===== src/rtl/jtopl_regwr_pkg.sv =====
`default_nettype none
// ============================================================================
// Package  : jtopl_regwr_pkg
// Purpose  : Shared FSM encoding, wait-counter sizing and default bus-timing
//            constants for the OPL register-write sequencer.
// Revision : 1.0 - initial release
// ============================================================================
package jtopl_regwr_pkg;

    // Width of the cen-pulse wait counter (waits of 1..127 pulses)
    localparam int unsigned c_cnt_w = 7;

    // Default number of cen pulses the core needs after each bus write
    localparam int unsigned c_addr_wait_default = 12;
    localparam int unsigned c_data_wait_default = 84;

    typedef logic [c_cnt_w-1:0] wait_cnt_t;

    // Sequencer states: address strobe/wait, then data strobe/wait
    typedef enum logic [2:0] {
        ST_IDLE  = 3'd0,
        ST_ASTB  = 3'd1,
        ST_AWAIT = 3'd2,
        ST_DSTB  = 3'd3,
        ST_DWAIT = 3'd4
    } state_t;

    // Converts a wait length into a counter load value. Out-of-range values
    // are clamped so a zero wait can never wrap the counter to 127.
    function automatic wait_cnt_t wait_load(input int unsigned pulses);
        wait_cnt_t w_load;
        if (pulses < 1) begin
            w_load = wait_cnt_t'(1);
        end else if (pulses > 127) begin
            w_load = wait_cnt_t'(127);
        end else begin
            w_load = wait_cnt_t'(pulses);
        end
        return w_load;
    endfunction

endpackage : jtopl_regwr_pkg
`default_nettype wire


===== src/rtl/jtopl_regwr.sv =====
`default_nettype none
// ============================================================================
// Module   : jtopl_regwr
// Purpose  : Turns one register-write request into the two-phase OPL bus
//            sequence (address-port write, wait, data-port write, wait),
//            with all timing counted in cen pulses of the sound core. Also
//            samples the core status byte and interrupt line.
// Revision : 1.0 - initial release
// ============================================================================
module jtopl_regwr
    import jtopl_regwr_pkg::*;
#(
    parameter int unsigned ADDR_WAIT = c_addr_wait_default,  // 1..127
    parameter int unsigned DATA_WAIT = c_data_wait_default   // 1..127
) (
    input  logic       rst,
    input  logic       clk,
    input  logic       cen,
    // request side
    input  logic       req_valid,
    output logic       req_ready,
    input  logic [7:0] req_reg,
    input  logic [7:0] req_val,
    // core bus side
    output logic [7:0] opl_din,
    output logic       opl_addr,
    output logic       opl_cs_n,
    output logic       opl_wr_n,
    input  logic [7:0] opl_dout,
    input  logic       opl_irq_n,
    // status side
    output logic [7:0] status,
    output logic       irq,
    output logic       busy
);

    localparam wait_cnt_t c_addr_load = wait_load(ADDR_WAIT);
    localparam wait_cnt_t c_data_load = wait_load(DATA_WAIT);

    state_t    r_state;
    wait_cnt_t r_cnt;
    logic [7:0] r_val;
    logic [7:0] r_din;
    logic       r_addr;
    logic       r_cs_n;
    logic       r_wr_n;
    logic [7:0] r_status;
    logic       r_irq;

    // Last wait pulse: the counter is loaded with N and the N-th cen edge
    // (counter reaching 1) ends the wait, so a wait is exactly N pulses.
    logic w_cnt_last;
    assign w_cnt_last = (r_cnt <= wait_cnt_t'(1));

    // Sequencer: bus strobes are registered and set on the edge entering
    // the strobe state, so they are glitch-free and aligned with the state.
    always_ff @(posedge clk or posedge rst) begin
        if (rst) begin
            r_state <= ST_IDLE;
            r_cnt   <= '0;
            r_val   <= '0;
            r_din   <= '0;
            r_addr  <= 1'b0;
            r_cs_n  <= 1'b1;
            r_wr_n  <= 1'b1;
        end else begin
            case (r_state)
                ST_IDLE: begin
                    // Acceptance does not wait for cen; the strobe does.
                    if (req_valid) begin
                        r_val   <= req_val;
                        r_din   <= req_reg;
                        r_addr  <= 1'b0;
                        r_cs_n  <= 1'b0;
                        r_wr_n  <= 1'b0;
                        r_state <= ST_ASTB;
                    end
                end

                ST_ASTB: begin
                    // Strobe spans exactly one cen-qualified edge
                    if (cen) begin
                        r_cs_n  <= 1'b1;
                        r_wr_n  <= 1'b1;
                        r_cnt   <= c_addr_load;
                        r_state <= ST_AWAIT;
                    end
                end

                ST_AWAIT: begin
                    if (cen) begin
                        if (w_cnt_last) begin
                            r_cnt   <= '0;
                            r_din   <= r_val;
                            r_addr  <= 1'b1;
                            r_cs_n  <= 1'b0;
                            r_wr_n  <= 1'b0;
                            r_state <= ST_DSTB;
                        end else begin
                            r_cnt <= r_cnt - wait_cnt_t'(1);
                        end
                    end
                end

                ST_DSTB: begin
                    if (cen) begin
                        r_cs_n  <= 1'b1;
                        r_wr_n  <= 1'b1;
                        r_cnt   <= c_data_load;
                        r_state <= ST_DWAIT;
                    end
                end

                ST_DWAIT: begin
                    // Bus address/data stay on the last written values
                    if (cen) begin
                        if (w_cnt_last) begin
                            r_cnt   <= '0;
                            r_state <= ST_IDLE;
                        end else begin
                            r_cnt <= r_cnt - wait_cnt_t'(1);
                        end
                    end
                end

                default: begin
                    // Unused encodings recover to a quiet bus in IDLE
                    r_cnt   <= '0;
                    r_cs_n  <= 1'b1;
                    r_wr_n  <= 1'b1;
                    r_state <= ST_IDLE;
                end
            endcase
        end
    end

    // Status byte is only refreshed while the bus is idle, so a read never
    // observes the core mid-write.
    always_ff @(posedge clk or posedge rst) begin
        if (rst) begin
            r_status <= '0;
        end else if (cen && (r_state == ST_IDLE)) begin
            r_status <= opl_dout;
        end
    end

    // Interrupt is resampled on every cen edge regardless of bus activity
    always_ff @(posedge clk or posedge rst) begin
        if (rst) begin
            r_irq <= 1'b0;
        end else if (cen) begin
            r_irq <= ~opl_irq_n;
        end
    end

    assign req_ready = (r_state == ST_IDLE);
    assign busy      = (r_state != ST_IDLE);
    assign opl_din   = r_din;
    assign opl_addr  = r_addr;
    assign opl_cs_n  = r_cs_n;
    assign opl_wr_n  = r_wr_n;
    assign status    = r_status;
    assign irq       = r_irq;

endmodule : jtopl_regwr
`default_nettype wire

===== config.mk =====
export PLATFORM = sky130hd
export DESIGN_NAME = jtopl_regwr
export DESIGN_NICKNAME = d
export VERILOG_FILES = /design/src/rtl/jtopl_regwr_pkg.sv /design/src/rtl/jtopl_regwr.sv
export SDC_FILE = /design/constraint.sdc
export NUM_CORES = 1
export LEC_CHECK = 0
export ABC_AREA = 1
export BUFFER_PORTS_ARGS = -buffer_cell sky130_fd_sc_hd__buf_2
export CORE_MARGIN = 2
export CORE_UTILIZATION = 42
export DETAILED_ROUTE_END_ITERATION = 16
export GPL_TIMING_DRIVEN = 0
export PLACE_DENSITY_LB_ADDON = 0.05
export RECOVER_POWER = 25
export SKIP_LAST_GASP = 1
export SYNTH_ARGS = -nofsm -noshare
export SYNTH_HDL_FRONTEND = slang
export SYNTH_SLANG_ARGS = --single-unit

===== constraint.sdc =====
create_clock -name clk -period 1.5 [get_ports clk]
set_input_delay 0 -clock clk [delete_from_list [all_inputs] [get_ports clk]]
set_output_delay 0 -clock clk [all_outputs]
set_load 0.01 [all_outputs]

==> results of run 1 <==
==> state kept, by name, indices dropped and copies added, names as in the netlist <==
name / cells
r_state: 3
irq: 1
r_cnt: 7
opl_wr_n: 1
r_val: 8
status: 8
opl_addr: 1
opl_din: 8
==> metrics by stage <==
stage / utilization, % / cells / cell area [µm²]
3_5_place_dp: 50.9 / 324 / 2220
3_3_place_gp: 50.9 / 324 / 2220
5_1_grt: 60.3 / 360 / 2620
4_1_cts: 58.5 / 354 / 2550
2_1_floorplan: - / 222 / 1900
6_report: 60.3 / 360 / 2620
==> logic make-up (layout without fill, tap and decap cells) <==
| kind of cell | Yosys count | after routing |
|---|---|---|
| and+or+nand+nor | 131 | 132 |
| AOI/OAI and AO/OA | 13 | 13 |
| muxes | 12 | 12 |
| xor gates and xnor gates | 3 | 3 |
| adders and majority gates | 2 | 2 |
| DFF | 37 | 37 |
| buffers and inverters | 24 | 109 |
==> layout make-up <==
class / instances / area [µm²] / area share (%)
multi-input cells: 162 / 943 / 36.0
flip-flops and latches: 37 / 928 / 35.4
repair buffers: 77 / 492 / 18.7
clock buffers: 8 / 90.1 / 3.43
inverters: 21 / 81.3 / 3.10
well taps: 52 / 65.1 / 2.48
plain buffers: 3 / 23.8 / 0.906
==> final timing paths <==
| path | to | slack [ns] | cells past startpoint |
|---|---|---|---|
| max | r_val[7] | 0.07 | 6 |
| min | opl_din[6] | 0.04 | 5 |
| max reg2reg | r_val[7] | 0.07 | 6 |
| min reg2reg | opl_din[6] | 0.47 | 2 |
| max in group asynchronous | r_state[1] | 0.56 | 3 |
| min in group asynchronous | r_cnt[4] | 0.41 | 3 |
==> layer usage <==
layer,global-route usage [%],wire [µm],vias to the layer above
met5,0,0,-
met4,3.77,20,0
met3,4.92,192,2
met2,27.0,2050,39
met1,24.7,2060,771
li1,-,-,868
==> layout by cell type (no fill, tap or decap), types with 2 or more instances in the layout <==
cell type and count:
mux2_4 2, nand3_1 16, nor2_4 4, clkbuf_8 6, nand4_1 3, a21oi_1 4
dfrtp_1 35, clkbuf_1 20, nor2_2 2, inv_1 15, inv_2 5, nand2_2 6
buf_6 2, nand2_1 82, buf_4 8, nand3_4 2, dlygate4sd3_1 18, nor2_1 10
nand2_4 5, mux2_2 10, o21ai_0 6, xor2_1 3, o21ai_1 2, buf_2 33
==> power breakdown <==
| part | leakage [nW] | internal (W) | total, W | switching, W |
|---|---|---|---|---|
| logic | 0.874 | 0.00127 | 0.00304 | 0.00176 |
| clock network | 0.0455 | 0.000375 | 0.000720 | 0.000345 |
| registers | 0.449 | 0.00146 | 0.00176 | 0.000295 |
| total | 1.37 | 0.00311 | 0.00552 | 0.00240 |
==> timing repair <==
action	in CTS	in global routing
setup buffers	4	5
endpoints found under the setup margin	14	22
gates resized for setup	4	15
pin swaps	2	7
gates cloned	0	1
endpoints found under the hold margin	53	0
hold buffers	18	0
==> critical path: cells and delay by family (launching register included) <==
kind	cells	cell delay (ns)
buffers and inverters	2	0.27
DFF	1	0.41
muxes	1	0.29
and+or+nand+nor	3	0.34
==> summary.md, run 1 <==
| Metric | Value |
|---|---|
| Pre-CTS setup slack | -0.120 ns |
| Fin crit period | 1.43 ns |
| Final setup skew | 0.0115 ns |
| DRC | 0 |
| Setup tns final | 0 ns |
| Post-Synth Simple-Gate Area | 31.7% |
| Placer congestion estimate | 0.831 |
| YS warnings | 0 |
| Total track usage | 17.5% |
| Clock-pin slew on the worst setup and hold paths | 0.08 ns |
| Number of enable flip-flop cells after synthesis | 0 |
| Die H | 71.3 µm |
| # rows | 24 |
| Number of port buffers | 50 |
| Share of the synthesized area in the top cell type | 47.3% |
| Startpoint types | register |
| WL final | 4320 µm |
| Post-synthesis adder-cell area fraction | 1.31% |
| Syn_nets | 253 |
| Multiplexer share of the synthesized area | 7.50% |
| Worst path max stage delay | 0.41 ns |
| First-pass GRT wire length | 7020 µm |
| Final hold violation count | 0 |
| DP HPWL | 2890 µm |
| Setup violators final | 0 |
| Initial drt markers | 72 |
| Hold crit path type | primary input to register |
| Via density per instance | 4.67 |
| RSZ-0062 raised after global routing | false |
| Deepest clock path buffer count | 2 |
| Worst EP arrival | 1.60 ns |
| Synth area leader | dfrtp_1 |
| Starting density of the core | 43.7% |
| Number of routed nets with antenna violations | 0 |
| FFs w/ async S/R, synth | 100% |
| Die Area | 5090 µm² |
| Nets | 338 |
| PwrDens | 2100 nW/µm² |
| Worst path required time | 1.66 ns |
| Xor-xnor portion of the synthesized cell area | 1.38% |
| Tcrit/Tclk final | 95.6% |
| Leakage power | 1.37 nW |
| Post-synth top cells | nand2_1 (85), dfrtp_1 (36), inv_1 (17), nand3_1 (17), nor2_1 (13) |
| Crit Path Max Fanout | 10 |
| Status | complete, no violations |
| Max-cap violations | 0 |
| Sequential element share of the synthesized area | 48.7% |
| Distinct cells, synth | 25 |
| Clock buffer count from CTS | 5 |
| Post-Syn Instances | 222 |
| Wire length per cell | 12.0 µm |
| Largest net degree at the start of global routing | 38 |
| Compound-Gate Fraction of Synth Area | 4.01% |
| Total power | 0.00552 W |
| FF+latch count, synth | 37 |
| Most used cell, CP | nand2_4 |
| FMAX | 697 MHz |
| Largest family of logic cells by synthesized area | simple AND/OR/NAND/NOR gates |
| I/O pin cnt | 51 |
| Final worst slack | 0.0654 ns |
| CP Capture Type | register |
| Ys flop type | dfrtp_1 |
| Layout cells sized above 1 | 29.9% |
| Vias in the first global route | 1525 |
| Initial antenna violation count | 0 |
| Gr ovfl total | 0 |
| Relative slew slack | 48.9% |
| Area of the mapped netlist | 1900 µm² |
| Worst-Margin Slew | 0.765 ns |
| Clk Latency, worst-skew pair | 0.28 ns |
| CTS H-tree lvls | 2 |
| # diodes | 0 |
| Post-synthesis average cell area | 8.57 µm² |
| DR vias | 1680 |
| Slew Limit Fails | 0 |
| DRT Pass-1 Iters | 4 |
| Hold WS | 0.0436 ns |
| Reg2Reg Launch Point | r_state[2] |
| Top cells by area, synth | dfrtp_1 (47%), nand2_1 (17%), mux2_2 (5.9%) |
| Die Wd | 71.3 µm |
| Max rail drop VDD | 0.000881 V |
| Clock Sinks | 37 |
| Worst Setup SP | r_state[2] |
| CTS tree | yes |
| Crit path kind | register to register |
| Area Growth Syn to Fin | 37.9% |
| Top-count cell post-synth | nand2_1 |
| Fillers | 396 |
| CTS Root Cell | clkbuf_8 |
| CORE AREA | 4350 µm² |
| Critical Path Slowest Stage Cell | dfrtp_1 |
| Critical-path cell list | inv_2 -> nand2_4 -> nor2_4 -> nand2_4 -> buf_6 -> mux2_4 |
| Worst hold start | req_reg[6] |
Power figures use the tool's default switching activity.
==> inputs of run 2 (changes only) <==
CORE_UTILIZATION = 52   (was 42)
==> run 2 against run 1 <==
The run now ends with setup timing left. Clock skew increased by 0.0024 ns. Largest cell class unchanged. Register-to-register slack got worse by 0.07 ns. Utilization increased by 17 points. Clock power decreased by 20%.
==> summary.md, run 2 (synthesis results as in run 1) <==
| Metric | Value |
|---|---|
| Status | finished, violations left |
| Failing checks | setup timing |
| DRT Pass-1 Iters | 5 |
| Commonest non-fill, non-tap cell in the layout | nand2_1 |
| Crit path max-delay family | flip-flops |
| Clock Sinks | 37 |
| Worst-Margin Slew | 0.748 ns |
| Setup violators final | 1 |
| Leakage power | 1.37 nW |
| GRT met2 Usage | 35.0% |
| Pre-CTS setup slack | -0.0680 ns |
| Max rail drop VDD | 0.00142 V |
| Final worst slack | -0.000723 ns |
| Area Growth Syn to Fin | 38.3% |
| Largest net degree at the start of global routing | 21 |
| Critical path depth | 6 |
| Clock-pin slew on the worst setup and hold paths | 0.12 ns |
| Number of port buffers | 50 |
| Clock power frac | 10.6% |
| CP Capture Type | register |
| First-pass GRT wire length | 7200 µm |
| Reg2Reg Depth | 6 |
| Cells after DPL | 319 |
| Clock buffer count from CTS | 5 |
| Nets | 341 |
| Crit Path Max Fanout | 5 |
| Hold WS | 0.00277 ns |
| I/O pin cnt | 51 |
| Internal power | 0.00294 W |
| P_sw | 0.00248 W |
| Critical-path cell list | inv_2 -> nand2_4 -> nor2_4 -> nand2_2 -> buf_6 -> mux2_4 |
| Layout cells sized above 1 | 29.9% |
| WHS Path Cells | 5 |
| WL final | 4820 µm |
| Max-cap violations | 0 |
| DRC | 0 |
| Comb power frac | 56.7% |
| Tcrit/Tclk final | 100% |
| Gr ovfl total | 0 |
| Cell Count, Final, Fillers Out | 357 |
| Relative slew slack | 50.1% |
| Met1 Use GR | 30.8% |
| PwrDens | 2060 nW/µm² |
| Starting density of the core | 55.7% |
| Worst hold start | req_reg[0] |
| Die H | 64.5 µm |
| Hold endpoint | opl_din[0] |
| Critical Path Slowest Stage Cell | dfrtp_1 |
| Routing usage on met3 | 5.90% |
| Die Wd | 64.5 µm |
| # rows | 21 |
| CTS Root Cell | clkbuf_4 |
| Slew Limit Fails | 0 |
| Worst EP arrival | 1.76 ns |
| Placer congestion estimate | 0.834 |
| Initial drt markers | 116 |
| Crit path kind | register to register |
| Total track usage | 22.4% |
| Initial antenna violation count | 0 |
| Crit path buf inv count | 2 |
| Fin crit period | 1.50 ns |
| Switching Share | 45.8% |
| Final hold violation count | 0 |
| Busiest layer in global routing | met2 |
| Deepest clock path buffer count | 2 |
| CTS H-tree lvls | 2 |
| Via density per instance | 4.88 |
| DP HPWL | 2910 µm |
| RSZ-0062 raised after global routing | true |
| Reg2Reg Launch Point | r_state[2] |
| CORE AREA | 3420 µm² |
| Most frequent cells in the layout | nand2_1 (83), dfrtp_1 (35), buf_2 (34), dlygate4sd3_1 (21), clkbuf_1 (19) |
| Clk Latency, worst-skew pair | 0.36 ns |
| FMAX | 666 MHz |
| Reg2reg setup slack | -0.0007 ns |
| Vias in the first global route | 1605 |
| Wire length per cell | 13.5 µm |
| Final setup skew | 0.0139 ns |
| # diodes | 0 |
| Hold crit path type | primary input to register |
| Sequential share of power | 32.7% |
| Worst path max stage delay | 0.44 ns |
| Number of routed nets with antenna violations | 0 |
| Die Area | 4160 µm² |
| Startpoint types | register |
| RR Endpoint | r_val[4] |
| Worst path required time | 1.76 ns |
| Setup tns final | -0.000723 ns |
| CTS tree | yes |
| Total power | 0.00541 W |
| DR vias | 1741 |
==> run 2: cell type report <==
| class | count | area, µm² |
|---|---|---|
| multi-input cells | 161 | 938 |
| flip-flops and latches | 37 | 928 |
| inverters | 21 | 78.8 |
| clock inverters | 1 | 7.51 |
| clock buffers | 7 | 55.1 |
| plain buffers | 3 | 23.8 |
| repair buffers | 81 | 543 |
| fillers | 249 | 783 |
| well taps | 46 | 57.6 |
==> run 2: worst max-delay path by stage <==
stage / slack (ns) / startpoint / end
detailed placement: -0.07 / r_cnt[2] / opl_din[4]
finish: -0.0007 / r_state[2] / r_val[4]
global placement: -0.05 / r_cnt[2] / opl_addr
floorplan: 0.10 / r_state[2] / r_val[4]
CTS: -0.03 / r_cnt[1] / opl_din[4]
global route: -0.06 / r_state[2] / busy
==> run 2: power groups by stage <==
stage               registers (W)  logic (W)  clock network (W)
finish                    0.00177    0.00307           0.000573
global route              0.00181    0.00340           0.000635
CTS                       0.00174    0.00269           0.000576
detailed placement        0.00175    0.00264                  0
global placement          0.00173    0.00257                  0
floorplan                 0.00183    0.00185                  0
==> run 2: routing by layer <==
| layer | routed length [µm] | share of wire (%) |
|---|---|---|
| met5 | 0 | 0 |
| met4 | 133 | 2.8 |
| met2 | 2350 | 49 |
| met3 | 203 | 4.2 |
| met1 | 2130 | 44 |
==> run 2: what timing repair did <==
action                     4_1_cts  5_1_grt
buffers inserted                 0        8
hold buffers                    21        0
hold endpoints to repair        36        0
pin swaps                        0        6
gates resized for setup          1       15
gates cloned                     0        1
setup endpoints to repair       11       29
==> run 2: tightest hold or removal path: cells and delay by family <==
kind | cells | cell delay, ns
compound gates | 1 | 0.07
buf+inv | 1 | 0.07
simple gates | 3 | 0.18
==> run 2: metrics by stage <==
stage | cell area (µm²) | utilization (%)
4_1_cts | 2520 | 73.7
3_3_place_gp | 2210 | 64.7
3_5_place_dp | 2240 | 65.5
6_report | 2630 | 77.1
5_1_grt | 2630 | 77.1
2_1_floorplan | 1900 | -
==> inputs of run 3 (changes only) <==
CELL_PAD_IN_SITES_DETAIL_PLACEMENT = 1   (was default)
CELL_PAD_IN_SITES_GLOBAL_PLACEMENT = 2   (was default)
CORE_ASPECT_RATIO = 2   (was default)
CORE_UTILIZATION = 32   (was 52)
clock period = 1.89 ns   (was 1.5 ns; I/O delays follow)
==> run 3 against run 2 <==
The run now ends clean. Via count down 2.2%. Critical path depth up 2. Maximum frequency down 11%. Worst hold slack better by 0.058 ns. Flip-flop and latch count unchanged. First-iteration DRC count down 84%. Worst setup slack better by 0.20 ns. Total power down 20%. Utilization down 33 points. Clock skew down 0.012 ns. Global-route usage down 4.8 points. Cell count up 0.56%. Largest cell class is now flip-flops and latches.
==> summary.md, run 3 (synthesis results as in run 1) <==
| Metric | Value |
|---|---|
| FMAX | 593 MHz |
| # rows | 39 |
| Vias in the first global route | 1884 |
| Fin crit period | 1.69 ns |
| Worst-Margin Slew | 1.44 ns |
| Via density per instance | 4.74 |
| Hold crit path type | primary input to register |
| Relative slew slack | 4.07% |
| Status | complete, no violations |
| Post-DP Area | 2230 µm² |
| Number of routed nets with antenna violations | 0 |
| Reg2Reg Depth | 8 |
| # diodes | 0 |
| Area Growth Syn to Fin | 33.2% |
| Critical-path cell list | nor2_2 -> nand2_1 -> nand2_1 -> nand3_1 -> nand2_2 -> nand2_4 -> nand2_1 -> nand2_1 |
| DRC | 0 |
| Die Wd | 58.5 µm |
| Worst path max stage delay | 0.42 ns |
| Reg2reg setup slack | 0.20 ns |
| Slew Limit Fails | 0 |
| Clock buffer count from CTS | 5 |
| Clock Sinks | 37 |
| Crit Path Max Fanout | 10 |
| PwrDens | 1720 nW/µm² |
| Crit path buf inv count | 0 |
| Most used cell, CP | nand2_1 |
| Nets | 328 |
| Final setup skew | 0.00157 ns |
| Final hold violation count | 0 |
| Total power | 0.00435 W |
| Worst EP arrival | 1.86 ns |
| CTS tree | yes |
| Commonest non-fill, non-tap cell in the layout | nand2_1 |
| Reg2Reg Launch Point | r_cnt[2] |
| Tcrit/Tclk final | 89.2% |
| Startpoint types | register |
| Layout cells sized above 1 | 23.8% |
| Worst Setup SP | r_cnt[2] |
| Crit path kind | register to register |
| Gr ovfl total | 0 |
| Placer congestion estimate | 0.703 |
| CP Capture Type | register |
| CORE AREA | 5710 µm² |
| Most frequent cells in the layout | nand2_1 (85), dfrtp_1 (36), buf_2 (32), clkbuf_1 (21), dlygate4sd3_1 (18) |
| WHS Path Cells | 5 |
| Clock-pin slew on the worst setup and hold paths | 0.05 ns |
| Final instance area | 2530 µm² |
| Initial antenna violation count | 0 |
| Number of port buffers | 50 |
| Largest net degree at the start of global routing | 38 |
| Deepest clock path buffer count | 2 |
| DR vias | 1703 |
| Die H | 113 µm |
| Setup tns final | 0 ns |
| Core Util, Final | 44.4% |
| Crit path max-delay family | simple AND/OR/NAND/NOR gates |
| Critical Path Slowest Stage Cell | dfrtp_1 |
| Max rail drop VDD | 0.000880 V |
| Initial drt markers | 18 |
| Die Area | 6620 µm² |
| Hold endpoint | opl_din[0] |
| DP HPWL | 3920 µm |
| Leakage power | 1.32 nW |
| Total track usage | 17.6% |
| Starting density of the core | 33.3% |
| DRT Pass-1 Iters | 4 |
| Clk Latency, worst-skew pair | 0.28 ns |
| RR Endpoint | opl_din[4] |
| I/O pin cnt | 51 |
| Worst hold start | req_reg[0] |
| Max-cap violations | 0 |
| Worst path required time | 2.06 ns |
| CTS Root Cell | clkbuf_16 |
| First-pass GRT wire length | 8700 µm |
| Wire length per cell | 14.0 µm |
| CTS H-tree lvls | 2 |
| WL final | 5030 µm |
| RSZ-0062 raised after global routing | false |
| Setup violators final | 0 |
run 3: worst register-to-register path, cell delays in order (launching register included):
cell,delay [ns]
dfrtp_1,0.42
nor2_2,0.28
nand2_1,0.14
nand2_1,0.08
nand3_1,0.13
nand2_2,0.25
nand2_4,0.14
nand2_1,0.08
nand2_1,0.04
run 3: cell type report:
class                   count  area [µm²]
well taps                  61        76.3
fillers                   720        3170
inverters                  21        78.8
multi-input cells         161         876
flip-flops and latches     37         927
clock buffers               8         146
plain buffers               3        23.8
repair buffers             68         407
run 3: metrics by stage:
step,std cells,worst slack (ns),hold WS [ns]
global route,359,0.00242,0.0998
finish,359,0.204,0.0604
floorplan,222,0.491,0.109
detailed placement,333,0.140,0.207
global placement,333,0.158,0.194
CTS,359,0.131,0.0652
run 3: power breakdown:
group	internal, W	leakage, nW	switching [W]
sequential	0.00116	0.450	0.000231
combinational	0.000795	0.799	0.00133
clock	0.000526	0.0712	0.000309
total	0.00248	1.32	0.00187
run 3: worst max path at each step:
stage / endpoint / slack (ns) / cells past startpoint
floorplan: r_val[4] / 0.49 / 6
global placement: opl_din[4] / 0.16 / 8
detailed placement: opl_din[4] / 0.14 / 8
CTS: opl_din[4] / 0.13 / 8
global route: opl_din[0] / 0.002 / 8
finish: opl_din[4] / 0.20 / 8
run 3: repair_timing:
| item | 4_1_cts | 5_1_grt |
|---|---|---|
| buffers inserted | 0 | 0 |
| endpoints found under the setup margin | 0 | 3 |
| hold buffers | 18 | 0 |
| resized for setup | 0 | 1 |
| endpoints found under the hold margin | 53 | 0 |
run 3: routing by layer:
metal	part of all wire [%]	track usage (%)
met3	2.6	3.20
met2	60	34.4
met1	35	17.1
met5	0	0
met4	1.8	6.51
